[src/rtl/cmp_pkg.sv]
`default_nettype none
// ============================================================================
// cmp_pkg : shared types and constants for frame_minmax_tracker
// Rev 1.0 : initial release
// ============================================================================
package cmp_pkg;

    localparam int CNT_W_DEFAULT = 16;
    localparam logic [CNT_W_DEFAULT-1:0] CNT_MAX = {CNT_W_DEFAULT{1'b1}};

    typedef enum logic [1:0] {
        IDLE  = 2'd0,
        ACCUM = 2'd1,
        HOLD  = 2'd2
    } state_t;

    typedef struct packed {
        logic eq;
        logic gt;
        logic lt;
    } cmp_res_t;

endpackage
`default_nettype wire

[src/rtl/minmax_cmp_unit.sv]
`default_nettype none
// ============================================================================
// minmax_cmp_unit : combinational magnitude compare of a sample against min/max
// Rev 1.0 : initial release
// ============================================================================
module minmax_cmp_unit #(
    parameter int WIDTH = 8
) (
    input  logic [WIDTH-1:0] sample,
    input  logic [WIDTH-1:0] cur_min,
    input  logic [WIDTH-1:0] cur_max,
    output logic             lt_min,
    output logic             eq_min,
    output logic             gt_max,
    output logic             eq_max
);

    assign lt_min = (sample <  cur_min);
    assign eq_min = (sample == cur_min);
    assign gt_max = (sample >  cur_max);
    assign eq_max = (sample == cur_max);

endmodule
`default_nettype wire

[src/rtl/frame_minmax_tracker.sv]
`default_nettype none
// ============================================================================
// frame_minmax_tracker : per-frame min/max/first-index/count of a sample stream
// Rev 1.0 : initial release
// ============================================================================
module frame_minmax_tracker
    import cmp_pkg::*;
#(
    parameter int WIDTH = 8,
    parameter int CNT_W = 16
) (
    input  logic             clk,
    input  logic             rst_n,
    input  logic             in_valid,
    output logic             in_ready,
    input  logic [WIDTH-1:0] in_data,
    input  logic             in_last,
    output logic             out_valid,
    input  logic             out_ready,
    output logic [WIDTH-1:0] out_min,
    output logic [WIDTH-1:0] out_max,
    output logic [CNT_W-1:0] out_min_idx,
    output logic [CNT_W-1:0] out_max_idx,
    output logic [CNT_W-1:0] out_count,
    output logic             out_flat,
    output logic             out_sat
);

    localparam logic [CNT_W-1:0] c_cnt_max = {CNT_W{1'b1}};
    localparam logic [CNT_W-1:0] c_cnt_one = CNT_W'(1);

    state_t           r_state;
    state_t           w_next_state;
    logic [WIDTH-1:0] r_min;
    logic [WIDTH-1:0] r_max;
    logic [CNT_W-1:0] r_min_idx;
    logic [CNT_W-1:0] r_max_idx;
    logic [CNT_W-1:0] r_count;
    logic             r_flat;
    logic             r_sat;
    logic             w_accept;
    logic             w_lt_min;
    logic             w_eq_min;
    logic             w_gt_max;
    logic             w_eq_max;

    minmax_cmp_unit #(
        .WIDTH (WIDTH)
    ) u_cmp (
        .sample  (in_data),
        .cur_min (r_min),
        .cur_max (r_max),
        .lt_min  (w_lt_min),
        .eq_min  (w_eq_min),
        .gt_max  (w_gt_max),
        .eq_max  (w_eq_max)
    );

    assign w_accept = in_valid && in_ready;

    always_ff @(posedge clk) begin
        if (!rst_n) begin
            r_state <= IDLE;
        end else begin
            r_state <= w_next_state;
        end
    end

    always_comb begin
        w_next_state = r_state;
        in_ready     = 1'b0;
        out_valid    = 1'b0;
        case (r_state)
            IDLE, ACCUM: begin
                in_ready = 1'b1;
                if (w_accept) begin
                    w_next_state = in_last ? HOLD : ACCUM;
                end
            end
            HOLD: begin
                out_valid = 1'b1;
                if (out_ready) begin
                    w_next_state = IDLE;
                end
            end
            default: w_next_state = IDLE;
        endcase
    end

    // Result registers only move on accepted samples, so they are frozen in HOLD.
    always_ff @(posedge clk) begin
        if (!rst_n) begin
            r_min     <= '0;
            r_max     <= '0;
            r_min_idx <= '0;
            r_max_idx <= '0;
            r_count   <= '0;
            r_flat    <= 1'b0;
            r_sat     <= 1'b0;
        end else if (w_accept) begin
            if (r_state == IDLE) begin
                r_min     <= in_data;
                r_max     <= in_data;
                r_min_idx <= '0;
                r_max_idx <= '0;
                r_count   <= c_cnt_one;
                r_flat    <= 1'b1;
                r_sat     <= 1'b0;
            end else begin
                if (w_lt_min) begin
                    r_min     <= in_data;
                    r_min_idx <= r_count;
                end
                if (w_gt_max) begin
                    r_max     <= in_data;
                    r_max_idx <= r_count;
                end
                if (r_count == c_cnt_max) begin
                    r_sat <= 1'b1;
                end else begin
                    r_count <= r_count + c_cnt_one;
                end
                // While min==max, any sample off that value breaks flatness for good.
                r_flat <= r_flat && w_eq_min && w_eq_max;
            end
        end
    end

    assign out_min     = r_min;
    assign out_max     = r_max;
    assign out_min_idx = r_min_idx;
    assign out_max_idx = r_max_idx;
    assign out_count   = r_count;
    assign out_flat    = r_flat;
    assign out_sat     = r_sat;

endmodule
`default_nettype wire

[config.mk]
export PLATFORM = sky130hd
export DESIGN_NAME = frame_minmax_tracker
export DESIGN_NICKNAME = d
export VERILOG_FILES = /design/src/rtl/cmp_pkg.sv /design/src/rtl/minmax_cmp_unit.sv /design/src/rtl/frame_minmax_tracker.sv
export SDC_FILE = /design/constraint.sdc
export NUM_CORES = 1
export LEC_CHECK = 0
export CAP_MARGIN = 15
export CORE_MARGIN = 4
export CORE_UTILIZATION = 53
export DETAILED_ROUTE_END_ITERATION = 8
export PLACE_DENSITY = 0.92
export SLEW_MARGIN = 10
export SYNTH_ARGS = -nofsm -noshare
export SYNTH_HDL_FRONTEND = slang
export SYNTH_SLANG_ARGS = --single-unit
[constraint.sdc]
create_clock -name clk -period 5.27 [get_ports clk]
set_input_delay 0.527 -clock clk [delete_from_list [all_inputs] [get_ports clk]]
set_output_delay 0.527 -clock clk [all_outputs]
set_load 0.01 [all_outputs]
==> flow_summary.toml <==
[routing]
wire_per_inst_um = 17.2
dr_total_vias = 3075
dr.first_iter.drc_count = 223
drcViolationCount = 0
first_pass_iters = 4
totalWireLength_um = 8920
drtAntennaViolNets = 0
vias_per_cell = 5.92

[floorplan]
io_pins = 81
fp.dieW_um = 86.6
floorplan.initialDensity = 0.550
vertical_die_dimension_um = 86.6
dieArea_mm2 = 0.00750
rows = 28
placeableCoreArea_mm2 = 0.00596

[sta]
finalSetupViolCount = 0
max_clock_freq_ghz = 0.328
max_slew.worst_pin.slew_ns = 0.940
period_minus_slack_ns = 3.05
timing.slew.headroom = 0.371
finClkSkew_ns = 0.00587
holdWs_ns = 0.465
timing.final.max_slew_violations = 0
finalHoldViolations = 0
part_of_the_cycle_the_worst_path_needs = 0.579
finalSetupTns_ns = 0
unrepaired_setup_endpoints_after_global_routing = "no"

[power_and_ir_drop]
power.density_cell_area_mw_per_mm2 = 272
cellLeakagePower_nw = 1.57
total_power_mw = 1.17
peakVddDrop_v = 0.000193

[critical_path]
cp.required_ns = 5.57
critical_path.endpoint_type = "register"
regToRegSetupSlack_ns = 2.59
setup.worst_path.end = "out_min_idx[10]"
crit_path_max_fanout = 19
critical_path_start_type = "input port"
worst_reg_to_reg_path_cell_count = 7
criticalPathCategory = "input port to register"
worstReg2RegStart = "out_min[7]"
cp_data_arrival_time_ns = 3.35
reg2reg_to = "out_min_idx[10]"
timing.critical_path.from = "rst_n"

[yosys]
synth.ff_latch_count = 68
synth.area.top_cells = "sky130_fd_sc_hd__dfxtp_1, sky130_fd_sc_hd__nand2_1, sky130_fd_sc_hd__mux2i_1"
async_flop_share = 0
post-synth-top-area-cell = "sky130_fd_sc_hd__dfxtp_1"
mappedNetlistNets = 392
mapped_area_mm2 = 0.00327
synth-edff-count = 0
synth.distinct_cells = 48
yosys_warnings = 0
postSynthAreaPerCell_um2 = 9.05
yosys_top_cell_area_share = 0.416
yosys_most_used_dff = "sky130_fd_sc_hd__dfxtp_1"
synth.yosys.seq_area_share = 0.416
syn-instance-count = 362

[finish]
finalCoreUtilization = 0.722
final_layout_size_suffix_gt1_frac = 0.0653
post_layout_nonfiller_instances = 519
net_count_final = 469
layout-area-overhead-vs-synth_pct = 31.4
antennaDiodeCount = 0

[job]
maxCapViolations = 0

[cts]
tritoncts = "yes"
tritoncts_num_sinks = 68
numCtsBuffers = 9
clock_latency_ns = 0.36
cts-htree-levels = 3
clk_pin_slew_worst_paths_ns = 0.08
clock_path_buffers = 2
cts_setup_buffers = 0
cts-root-buf = "sky130_fd_sc_hd__clkbuf_8"
post_cts_resize_count = 0
cts_hold_buf = 0

[global_route]
grt_use_total = 0.249
grt.overflow.total = 0
grt_antenna_before_repair = 0
first_global_vias = 2910
wire_length_of_the_first_global_routing_pass_um = 14600
grt_start_max_net_pins = 20

[placement]
dpl.cell_count = 503
placement.io_buffers = 80
gp_congestion = 0.842
post-dp-hpwl_um = 6530

[min_path]
worst_hold_path_type = "register to register"

[run_status]
run_status = "finished clean"
[cells in the mapped netlist (2+ instances only)]
cell type and number:
sky130_fd_sc_hd__nor3_1 2, sky130_fd_sc_hd__a21oi_1 20, sky130_fd_sc_hd__o21ai_0 3, sky130_fd_sc_hd__inv_2 2, sky130_fd_sc_hd__and4_1 3, sky130_fd_sc_hd__nor2_2 2
sky130_fd_sc_hd__nor2_1 19, sky130_fd_sc_hd__dfxtp_1 68, sky130_fd_sc_hd__clkbuf_1 8, sky130_fd_sc_hd__ha_1 17, sky130_fd_sc_hd__nor2b_1 5, sky130_fd_sc_hd__nand3_1 17
sky130_fd_sc_hd__a22o_1 14, sky130_fd_sc_hd__buf_4 2, sky130_fd_sc_hd__mux2i_1 22, sky130_fd_sc_hd__or4_1 4, sky130_fd_sc_hd__o211ai_1 20, sky130_fd_sc_hd__a21oi_4 2
sky130_fd_sc_hd__nand4_1 4, sky130_fd_sc_hd__nor4_1 2, sky130_fd_sc_hd__o31ai_1 2, sky130_fd_sc_hd__and3_1 3, sky130_fd_sc_hd__xnor2_1 9, sky130_fd_sc_hd__nand2_1 61
sky130_fd_sc_hd__a211oi_1 5, sky130_fd_sc_hd__inv_1 20, sky130_fd_sc_hd__a21o_1 2, sky130_fd_sc_hd__buf_2 4
[final cells by class]
class / instances / area (um2)
Clock inverter: 5 / 60.1
Tap cell: 75 / 93.8
Fill cell: 449 / 1650
Sequential cell: 68 / 1360
Inverter: 22 / 82.6
Clock buffer: 11 / 141
Multi-Input combinational cell: 257 / 1750
Timing Repair Buffer: 81 / 808
[per-layer routing]
layer / up-vias / share of wire / global-route usage
met5: - / 0 / 0
met4: 0 / 0.021 / 0.106
met3: 18 / 0.095 / 0.0456
met2: 151 / 0.45 / 0.379
met1: 1457 / 0.43 / 0.346
li1: 1449 / - / -
[power by group]
group	internal (mW)	switching (mW)
registers	0.528	0.0138
logic	0.0798	0.103
clock network	0.233	0.210
total	0.841	0.327
[per-stage QoR]
stage	setup WS [ns]	cell area [um2]
global placement	2.04	4100
floorplan	3.23	3270
CTS	2.26	4300
global route	1.98	4300
finish	2.22	4300
detailed placement	1.93	4100
[how the worst min path moves through the flow]
| stage | startpoint | endpoint | slack (ns) | depth (start not counted) |
|---|---|---|---|---|
| global placement | out_max_idx[6] | out_max_idx[6] | 0.44 | 2 |
| finish | out_max_idx[9] | out_max_idx[9] | 0.47 | 2 |
| detailed placement | out_max_idx[8] | out_max_idx[8] | 0.45 | 2 |
| floorplan | r_state[1] | r_state[0] | 0.46 | 1 |
| global route | out_max_idx[4] | out_max_idx[4] | 0.49 | 2 |
| CTS | out_max_idx[9] | out_max_idx[9] | 0.47 | 2 |
[critical path: stages]
cell and delay (ns):
sky130_fd_sc_hd__clkdlybuf4s50_1 0.89, sky130_fd_sc_hd__inv_2 0.32, sky130_fd_sc_hd__nor2_1 0.80, sky130_fd_sc_hd__and3_1 0.58, sky130_fd_sc_hd__a22o_1 0.22
[sequential cells by signal, summed over array words and instances (netlist names)]
| name | cells |
|---|---|
| out_count | 16 |
| out_flat | 1 |
| out_max | 8 |
| out_max_idx | 16 |
| out_min | 8 |
| out_min_idx | 16 |
| out_sat | 1 |
| r_state | 2 |
[logic make-up after synthesis]
| group | synth area share |
|---|---|
| AOI/OAI and AO/OA | 0.171 |
| xor gates and xnor gates | 0.0268 |
| adders and majority gates | 0.0650 |
| buffers and inverters | 0.0485 |
| DFF | 0.416 |
| muxes | 0.0673 |
| and+or+nand+nor | 0.206 |
[cell usage in the layout, fill, tap and decap left out, types with 4 or more instances in the layout]
cell type	netlist	layout
sky130_fd_sc_hd__clkdlybuf4s50_1	0	80
sky130_fd_sc_hd__or4_1	4	4
sky130_fd_sc_hd__a22o_1	14	14
sky130_fd_sc_hd__nand2_1	61	61
sky130_fd_sc_hd__dfxtp_1	68	68
sky130_fd_sc_hd__nand4_1	4	4
sky130_fd_sc_hd__ha_1	17	17
sky130_fd_sc_hd__nor2b_1	5	5
sky130_fd_sc_hd__a21oi_1	20	20
sky130_fd_sc_hd__nand3_1	17	17
sky130_fd_sc_hd__inv_1	20	20
sky130_fd_sc_hd__xnor2_1	9	9
sky130_fd_sc_hd__clkbuf_8	0	10
sky130_fd_sc_hd__nor2_1	19	19
sky130_fd_sc_hd__mux2i_1	22	22
sky130_fd_sc_hd__a211oi_1	5	5
sky130_fd_sc_hd__o211ai_1	20	20
(Power assumes the default switching activity.)
